`config.mk`:
```
export PLATFORM = sky130hd
export DESIGN_NAME = fp_issue_sequencer
export DESIGN_NICKNAME = d
export VERILOG_FILES = /design/src/rtl/fp_seq_pkg.sv /design/src/rtl/fp_scoreboard.sv /design/src/rtl/fp_issue_sequencer.sv
export SDC_FILE = /design/constraint.sdc
export NUM_CORES = 1
export LEC_CHECK = 0
export ABC_AREA = 1
export BUFFER_PORTS_ARGS = -buffer_cell sky130_fd_sc_hd__buf_4
export CAP_MARGIN = 40
export CORE_AREA = 2 2 127 129
export CTS_BUF_LIST = sky130_fd_sc_hd__clkbuf_4
export CTS_CLUSTER_DIAMETER = 150
export DETAILED_ROUTE_END_ITERATION = 6
export DIE_AREA = 0 0 129 131
export GPL_TIMING_DRIVEN = 0
export SYNTH_ARGS = -nofsm -noshare
export SYNTH_HDL_FRONTEND = slang
export SYNTH_SLANG_ARGS = --single-unit
```
`constraint.sdc`:
```
create_clock -name clk_i -period 7.9 [get_ports clk_i]
set_clock_uncertainty 0.1 [all_clocks]
set_input_delay 0.79 -clock clk_i [delete_from_list [all_inputs] [get_ports clk_i]]
set_output_delay 0.79 -clock clk_i [all_outputs]
set_load 0.1 [all_outputs]
```
`src/rtl/fp_seq_pkg.sv`:
```
// Shared definitions for the FP issue sequencer: op encodings, FSM states and the
// op-to-latency lookup.
package fp_seq_pkg;

  localparam logic [1:0] OP_ADDF   = 2'd0;
  localparam logic [1:0] OP_CVTF2I = 2'd1;
  localparam logic [1:0] OP_CVTI2F = 2'd2;
  localparam logic [1:0] OP_MULT   = 2'd3;

  typedef enum logic [1:0] {
    StIdle = 2'd0,
    StExec = 2'd1,
    StWb   = 2'd2
  } seq_state_e;

  function automatic int unsigned op_lat(input logic [1:0]  op,
                                         input int unsigned lat_addf,
                                         input int unsigned lat_cvt,
                                         input int unsigned lat_mult);
    int unsigned lat;
    unique case (op)
      OP_ADDF:              lat = lat_addf;
      OP_CVTF2I, OP_CVTI2F: lat = lat_cvt;
      default:              lat = lat_mult;
    endcase
    return lat;
  endfunction

endpackage

```
`src/rtl/fp_scoreboard.sv`:
```
// Pending-destination scoreboard: 32 integer + 32 FP bits indexed by {is_fp, regnum},
// with three issue lookups and two integer-decode lookups.
module fp_scoreboard (
  input  logic       clk_i,
  input  logic       rst_i,
  input  logic       set_i,
  input  logic [5:0] set_idx_i,
  input  logic       clr_i,
  input  logic [5:0] clr_idx_i,
  input  logic       mask_i,
  input  logic [5:0] rs1_idx_i,
  input  logic [5:0] rs2_idx_i,
  input  logic [5:0] rd_idx_i,
  input  logic       int_chk_i,
  input  logic [4:0] int_rs1_i,
  input  logic [4:0] int_rs2_i,
  output logic       hit_o,
  output logic       int_hit_o
);

  logic [63:0] sb_q, sb_d, sb_eff;

  // Set is applied after clear so a bypassed re-issue to the same register stays pending.
  always_comb begin
    sb_d = sb_q;
    if (clr_i) sb_d[clr_idx_i] = 1'b0;
    if (set_i) sb_d[set_idx_i] = 1'b1;
  end

  always_comb begin
    sb_eff = sb_q;
    if (mask_i) sb_eff[clr_idx_i] = 1'b0;
  end

  always_ff @(posedge clk_i or posedge rst_i) begin
    if (rst_i) sb_q <= '0;
    else       sb_q <= sb_d;
  end

  assign hit_o     = sb_eff[rs1_idx_i] | sb_eff[rs2_idx_i] | sb_eff[rd_idx_i];
  assign int_hit_o = int_chk_i & (sb_eff[{1'b0, int_rs1_i}] | sb_eff[{1'b0, int_rs2_i}]);

endmodule

```
`src/rtl/fp_issue_sequencer.sv`:
```
// Issue sequencer for the shared multi-cycle FP/multiply unit. Define FP_SEQ_BYPASS_EN to
// allow a new issue in the writeback cycle (result forwarded by the datapath).
module fp_issue_sequencer
  import fp_seq_pkg::*;
#(
  parameter int unsigned LAT_ADDF = 4,
  parameter int unsigned LAT_CVT  = 2,
  parameter int unsigned LAT_MULT = 6,
  parameter int unsigned CNT_W    = 3
) (
  input  logic       clk_i,
  input  logic       rst_i,
  input  logic       issue_valid_i,
  input  logic [1:0] issue_op_i,
  input  logic [4:0] issue_rs1_i,
  input  logic [4:0] issue_rs2_i,
  input  logic       issue_rs1_fp_i,
  input  logic       issue_rs2_fp_i,
  input  logic [4:0] issue_rd_i,
  input  logic       issue_rd_fp_i,
  input  logic [4:0] int_rs1_i,
  input  logic [4:0] int_rs2_i,
  input  logic       int_chk_i,
  input  logic       flush_i,
  output logic       stall_o,
  output logic       fpu_start_o,
  output logic [1:0] fpu_op_o,
  output logic       wb_valid_o,
  output logic [4:0] wb_rd_o,
  output logic       wb_fp_o,
  input  logic       wb_ready_i,
  output logic       busy_o
);

  seq_state_e       state_q, state_d;
  logic [CNT_W-1:0] cnt_q, cnt_d, lat_m1;
  logic [1:0]       op_q, op_d;
  logic [4:0]       rd_q, rd_d;
  logic             rd_fp_q, rd_fp_d;
  logic             sb_hit, int_hit, wb_fire, struct_haz, mask_clr, accept, set_en;

  assign wb_fire = (state_q == StWb) & wb_ready_i;

`ifdef FP_SEQ_BYPASS_EN
  assign struct_haz = (state_q != StIdle) & ~wb_fire;
  assign mask_clr   = wb_fire;
`else
  assign struct_haz = (state_q != StIdle);
  assign mask_clr   = 1'b0;
`endif

  assign stall_o = ~rst_i & ((issue_valid_i & ~flush_i & (struct_haz | sb_hit)) | int_hit);
  assign accept  = ~rst_i & issue_valid_i & ~flush_i & ~stall_o;
  // Integer r0 is hardwired, so it is never marked pending.
  assign set_en  = accept & (issue_rd_fp_i | (issue_rd_i != 5'd0));
  assign lat_m1  = CNT_W'(op_lat(issue_op_i, LAT_ADDF, LAT_CVT, LAT_MULT) - 1);

  fp_scoreboard u_sb (
    .clk_i     (clk_i),
    .rst_i     (rst_i),
    .set_i     (set_en),
    .set_idx_i ({issue_rd_fp_i, issue_rd_i}),
    .clr_i     (wb_fire),
    .clr_idx_i ({rd_fp_q, rd_q}),
    .mask_i    (mask_clr),
    .rs1_idx_i ({issue_rs1_fp_i, issue_rs1_i}),
    .rs2_idx_i ({issue_rs2_fp_i, issue_rs2_i}),
    .rd_idx_i  ({issue_rd_fp_i, issue_rd_i}),
    .int_chk_i (int_chk_i),
    .int_rs1_i (int_rs1_i),
    .int_rs2_i (int_rs2_i),
    .hit_o     (sb_hit),
    .int_hit_o (int_hit)
  );

  always_ff @(posedge clk_i or posedge rst_i) begin
    if (rst_i) begin
      state_q <= StIdle;
      cnt_q   <= '0;
      op_q    <= '0;
      rd_q    <= '0;
      rd_fp_q <= 1'b0;
    end else begin
      state_q <= state_d;
      cnt_q   <= cnt_d;
      op_q    <= op_d;
      rd_q    <= rd_d;
      rd_fp_q <= rd_fp_d;
    end
  end

  // Counter holds LAT-1 at launch; leaving EXEC as it reaches 0 puts WB exactly LAT cycles
  // after fpu_start.
  always_comb begin
    state_d = state_q;
    cnt_d   = cnt_q;
    op_d    = op_q;
    rd_d    = rd_q;
    rd_fp_d = rd_fp_q;
    unique case (state_q)
      StIdle: ;
      StExec: begin
        cnt_d = cnt_q - CNT_W'(1);
        if (cnt_q == CNT_W'(1)) state_d = StWb;
      end
      StWb:    if (wb_ready_i) state_d = StIdle;
      default: state_d = StIdle;
    endcase
    if (accept) begin
      op_d    = issue_op_i;
      rd_d    = issue_rd_i;
      rd_fp_d = issue_rd_fp_i;
      cnt_d   = lat_m1;
      state_d = (lat_m1 == '0) ? StWb : StExec;
    end
  end

  always_comb begin
    fpu_start_o = accept;
    fpu_op_o    = accept ? issue_op_i : op_q;
    wb_valid_o  = (state_q == StWb);
    wb_rd_o     = rd_q;
    wb_fp_o     = rd_fp_q;
    busy_o      = (state_q != StIdle);
  end

endmodule

```
After elaboration in Yosys (flattened, before gate mapping) --
Cells that the tools add are included. Widths: inputs -> output; s select.
Cells by class: add/sub/neg operators 2, order comparisons 8, equal/unequal tests 8, multiplexer cells 25, bitwise operators 21, reduce and logical (&&, ||, !) cells 10
Operators with widths (count):
- $mux 64 | 2
- $and 64x64->64 | 1
- $not 64->64 | 1
- $or 64x64->64 | 1
- $lt 6x7->1 const B | 4
- $bmux 1 s6 | 3
- $lt 5x7->1 const B | 2
- $demux 1 s6 | 2
- $ge 6x1->1 const B | 2
- $bmux 1 s5 | 2
- $mux 2 | 5
- $and 1x1->1 | 9
- $mux 1 | 7
- $mux 3 | 2
- $or 1x1->1 | 6
- $pmux 2 s3 | 1
- $pmux 3 s2 | 1
- $sub 3x1->3 const B | 2
- $reduce_bool 5->1 | 1
- $eq 2x1->1 const B | 2
- $eq 2x2->1 const B | 2
- $logic_not 2->1 | 2
- $reduce_bool 2->1 | 2
- $eq 3x1->1 const B | 1
- other kinds (8) | 11
Word-level totals: flip-flop bits (word level) 77, bits of input ports 36, output and inout bits 12, logic and storage cells 80

Depth between registers and ports, before layout --
word-level depth 12, depth in mapped cells 19, mapped depth without buffers 18

Hierarchy --
From an unflattened synthesis, not the netlist that was laid out.
Unflattened totals: cells, all modules 1207, area total of the unflattened synthesis 7035.5 sq um
Modules (own cells, without submodules):
- fp_scoreboard | times used 1, cells each 1118, area each 6319.8 sq um, sequential area each 1601.5 sq um
- fp_issue_sequencer | times used 1, cells each 89, area each 715.7 sq um, sequential area each 325.3 sq um

Worst setup path after synthesis --
Ideal clock, no wire load.
kind input to output, start point input rst_i, end point output stall_o, arrival 4.955 ns, data required time 7.010 ns, slack 2.055 ns, stages on the path 3, buffers on the path 0, cell sequence inv_1 > nand2_1 > o31ai_1
On the way: cells in the longest elaborated chain, start to end 2
Ends and longest elaborated chain:
- start: declaration | RTL line fp_issue_sequencer.sv:12 | input logic rst_i,
- $not 1->1 | RTL line fp_issue_sequencer.sv:52 | assign stall_o = ~rst_i & ((issue_valid_i & ~flush_i & (struct_haz | sb_hit)) | int_hit);
- $and 1x1->1 | RTL line fp_issue_sequencer.sv:52
- end: declaration | RTL line fp_issue_sequencer.sv:25 | output logic stall_o,
No other way between the ends.

Final worst setup path --
start point input issue_rd_i[1], end point output fpu_op_o[0]
On the way: cells in the longest elaborated chain, start to end 10
Ends and longest elaborated chain:
- start: declaration | RTL line fp_issue_sequencer.sv:19 | input logic [4:0] issue_rd_i,
- $bmux 1 s6 | RTL line fp_scoreboard.sv:40 | assign hit_o = sb_eff[rs1_idx_i] | sb_eff[rs2_idx_i] | sb_eff[rd_idx_i];
- $mux 1 (implied by the code) | RTL line fp_scoreboard.sv:40
- $or 1x1->1 | RTL line fp_scoreboard.sv:40
- $or 1x1->1 | RTL line fp_issue_sequencer.sv:52
- $and 1x1->1 | RTL line fp_issue_sequencer.sv:52
- $or 1x1->1 | RTL line fp_issue_sequencer.sv:52
- $and 1x1->1 | RTL line fp_issue_sequencer.sv:52
- $not 1->1 | RTL line fp_issue_sequencer.sv:53 | assign accept = ~rst_i & issue_valid_i & ~flush_i & ~stall_o;
- $and 1x1->1 | RTL line fp_issue_sequencer.sv:53
- $mux 2
- end: declaration | RTL line fp_issue_sequencer.sv:27 | output logic [1:0] fpu_op_o,
No other way between the ends. The select of a mux whose other input is x is not followed.

==> flow_summary.toml <==
[sta]
maxSlewHeadroom = 0.3573
period_needed_ns = 4.054
timing.setup.tns_ns = 0
max_freq_ghz = 0.2467
hold_viol = 0
rsz0062_at_grt = "false"
tightest_slew_ns = 0.9567
final-setup-viol-count = 0
report.final.slew_viol_count = 0
fin_crit_sh = 0.5131

[global_routing]
grt_pass1_vias = 6899
grt_util_met2 = 0.4893
grt_overflow = 0
track_usage = 0.3168
grt-busiest-layer = "met2"
grt_start_max_net_pins = 49
grt_first_pass_wirelength_mm = 40.47
antenna_found_initial = 1
use_met3 = 0.03502
use_met1 = 0.4553

[flow_run]
drv_cap = 0

[critical_path]
reg2reg_from = "wb_rd_o[0]"
cp_data_arrival_time_ns = 3.16
crit_type = "in2out"
reg2regPathDepth = 6
reg2reg_to = "u_sb.sb_q[17]"
crit_path_start_kind = "input port"
crit_required_ns = 7.01
worstSetupEndpointType = "primary output"
rrSetupSlack_ns = 5.32
path_max_fanout = 10

[finish]
fin_util = 0.4979
areaGrowthSynthToFinish_pct = 13.95
final_nets = 1171
fillers = 1692
stdcell_area_sq_mm = 0.007766
fin_cells = 1355
mostFrequentLayoutCell = "nand2_1"
most-common-layout-cells = "464 x nand2_1, 156 x nand3_1, 77 x dfrtp_1"
drive_above_1_share = 0.1837

[clock_network]
hold_buffers = 0
cts_max_path_buffers = 2
cts_sinks = 77
clk_pin_slew_worst_paths_ns = 0.13
numCtsBuffers = 9
cts_tree = "built"
htree_levels = 3
clock_latency_ns = 0.44
cts_resized = 0
cts_setup_buffers = 0
root_buffer = "clkbuf_4"

[logic_synthesis]
syn_nets = 1102
syn-cell-area_sq_mm = 0.006815
synth_area_per_cell_sq_um = 6.405
ys_ff_latch = 77
syn_inst = 1064
ys_seq_area_frac = 0.2827
synth.distinct_cells = 29
yosysWarnings = 0

[status]
status = "finished, final reports clean"

[die]
die-area_sq_mm = 0.01690
rows = 46
io_pins = 48
chipWidth_um = 129
core_area_sq_mm = 0.01560
die_h_um = 131
start_util = 0.4369

[hold_path]
hold_class = "in2async"

[placement]
dpl-instance-area_sq_mm = 0.007611
dp.cells = 1338
dp_hpwl_mm = 19.71
gp_congestion = 0.9453
port_buffers = 37

[detailed_routing]
first_pass_iters = 7
routed_wl_mm = 26.21
drtAntennaViolNets = 0
route.vias.total = 7621
drc = 0
drt_iter0_markers = 940
routed_via_density = 5.624
wl_per_cell_um = 19.34

[pwr]
cellLeakagePower_nw = 3.908
p_per_area_mw_per_mm2 = 195.8
ir_drop_mv = 0.3725
finalPower_mw = 1.520
synth_stat cells, drive strengths merged:
| master | number | share of area |
|---|---|---|
| nand2 | 465 | 0.26 |
| nand3 | 156 | 0.11 |
| inv | 81 | 0.045 |
| dfrtp | 77 | 0.28 |
| o21bai | 62 | 0.10 |
| buf | 44 | 0.047 |
| a21oi | 41 | 0.030 |
| a21boi | 32 | 0.035 |
| nor3 | 32 | 0.029 |
| o21ai | 31 | 0.023 |
| nor2 | 13 | 0.0075 |
| clkbuf | 12 | 0.0066 |
| nor4 | 7 | 0.0064 |
| o211ai | 4 | 0.0044 |
| nand4 | 3 | 0.0037 |
| ha | 2 | 0.0037 |
| o31ai | 1 | 0.0011 |
| xor2 | 1 | 0.0013 |
power breakdown:
part / total, mW / internal, mW / switching [mW] / leakage [nW]
clock network: 0.275 / 0.129 / 0.146 / 0.0852
logic: 0.718 / 0.194 / 0.524 / 2.92
registers: 0.527 / 0.449 / 0.0786 / 0.905
layer usage:
layer	share of wire	wire length, um
met5	0	0
met4	0.037	981
met3	0.094	2454
met2	0.44	11520
met1	0.43	11260
kinds of logic (layout without fill, tap and decap cells):
family          count (synthesis)  after routing  share of synthesized area
compound gates                171            171                     0.1955
xor+xnor                        1              1                   0.001285
fa+ha+maj                       2              2                   0.003671
buf+inv                       137            211                    0.09804
flops                          77             77                     0.2827
other cells                     0              1                          0
simple gates                  676            676                     0.4188
critical path, stage by stage:
cell	delay (ns)
buf_4	0.12
inv_1	0.08
clkbuf_1	0.54
nand2_1	0.11
nand2_1	0.09
nand2_1	0.05
nand2_1	0.07
nand2_1	0.05
nand2_1	0.15
inv_1	0.05
nand3_1	0.07
nor2_1	0.06
nand4_2	0.10
clkbuf_1	0.33
nand2_1	0.10
nand2_1	0.10
buf_4	0.29
state kept, by name, summed over array words and instances, names as in the netlist:
name / cells
state_q: 2
wb_fp_o: 1
op_q: 2
u_sb.sb_q: 64
cnt_q: 3
wb_rd_o: 5
per-stage QoR:
step / hold slack (ns) / setup WS, ns
floorplan: 0.3488 / 2.055
global placement: 0.3652 / 2.284
detailed placement: 0.3683 / 3.883
CTS: 0.2578 / 3.877
global route: 0.2665 / 3.592
finish: 0.2428 / 3.846
how the worst max path moves through the flow:
stage	start	endpoint	slack [ns]	depth (start not counted)
after floorplan	rst_i	stall_o	2.05	3
after global placement	rst_i	fpu_op_o[0]	2.28	9
after detailed placement	issue_rd_i[1]	fpu_op_o[0]	3.88	17
after CTS	issue_rd_i[1]	fpu_op_o[0]	3.88	17
after global routing	issue_rd_i[1]	fpu_op_o[0]	3.59	17
final	issue_rd_i[1]	fpu_op_o[0]	3.85	17
final cells by class:
cell class | instances | area (sq um) | share of cell area
timing repair buffer | 58 | 451.7 | 0.05816
tap | 216 | 270.3 | 0.03480
clock buffer | 10 | 75.07 | 0.009667
inverter | 81 | 306.5 | 0.03947
antenna | 1 | 2.502 | 0.0003222
clock inverter | 6 | 77.57 | 0.009989
buffer | 56 | 364.1 | 0.04688
sequential | 77 | 1927 | 0.2481
multi-input combinational | 850 | 4292 | 0.5526
No activity file was read; power rests on OpenSTA's default activity.
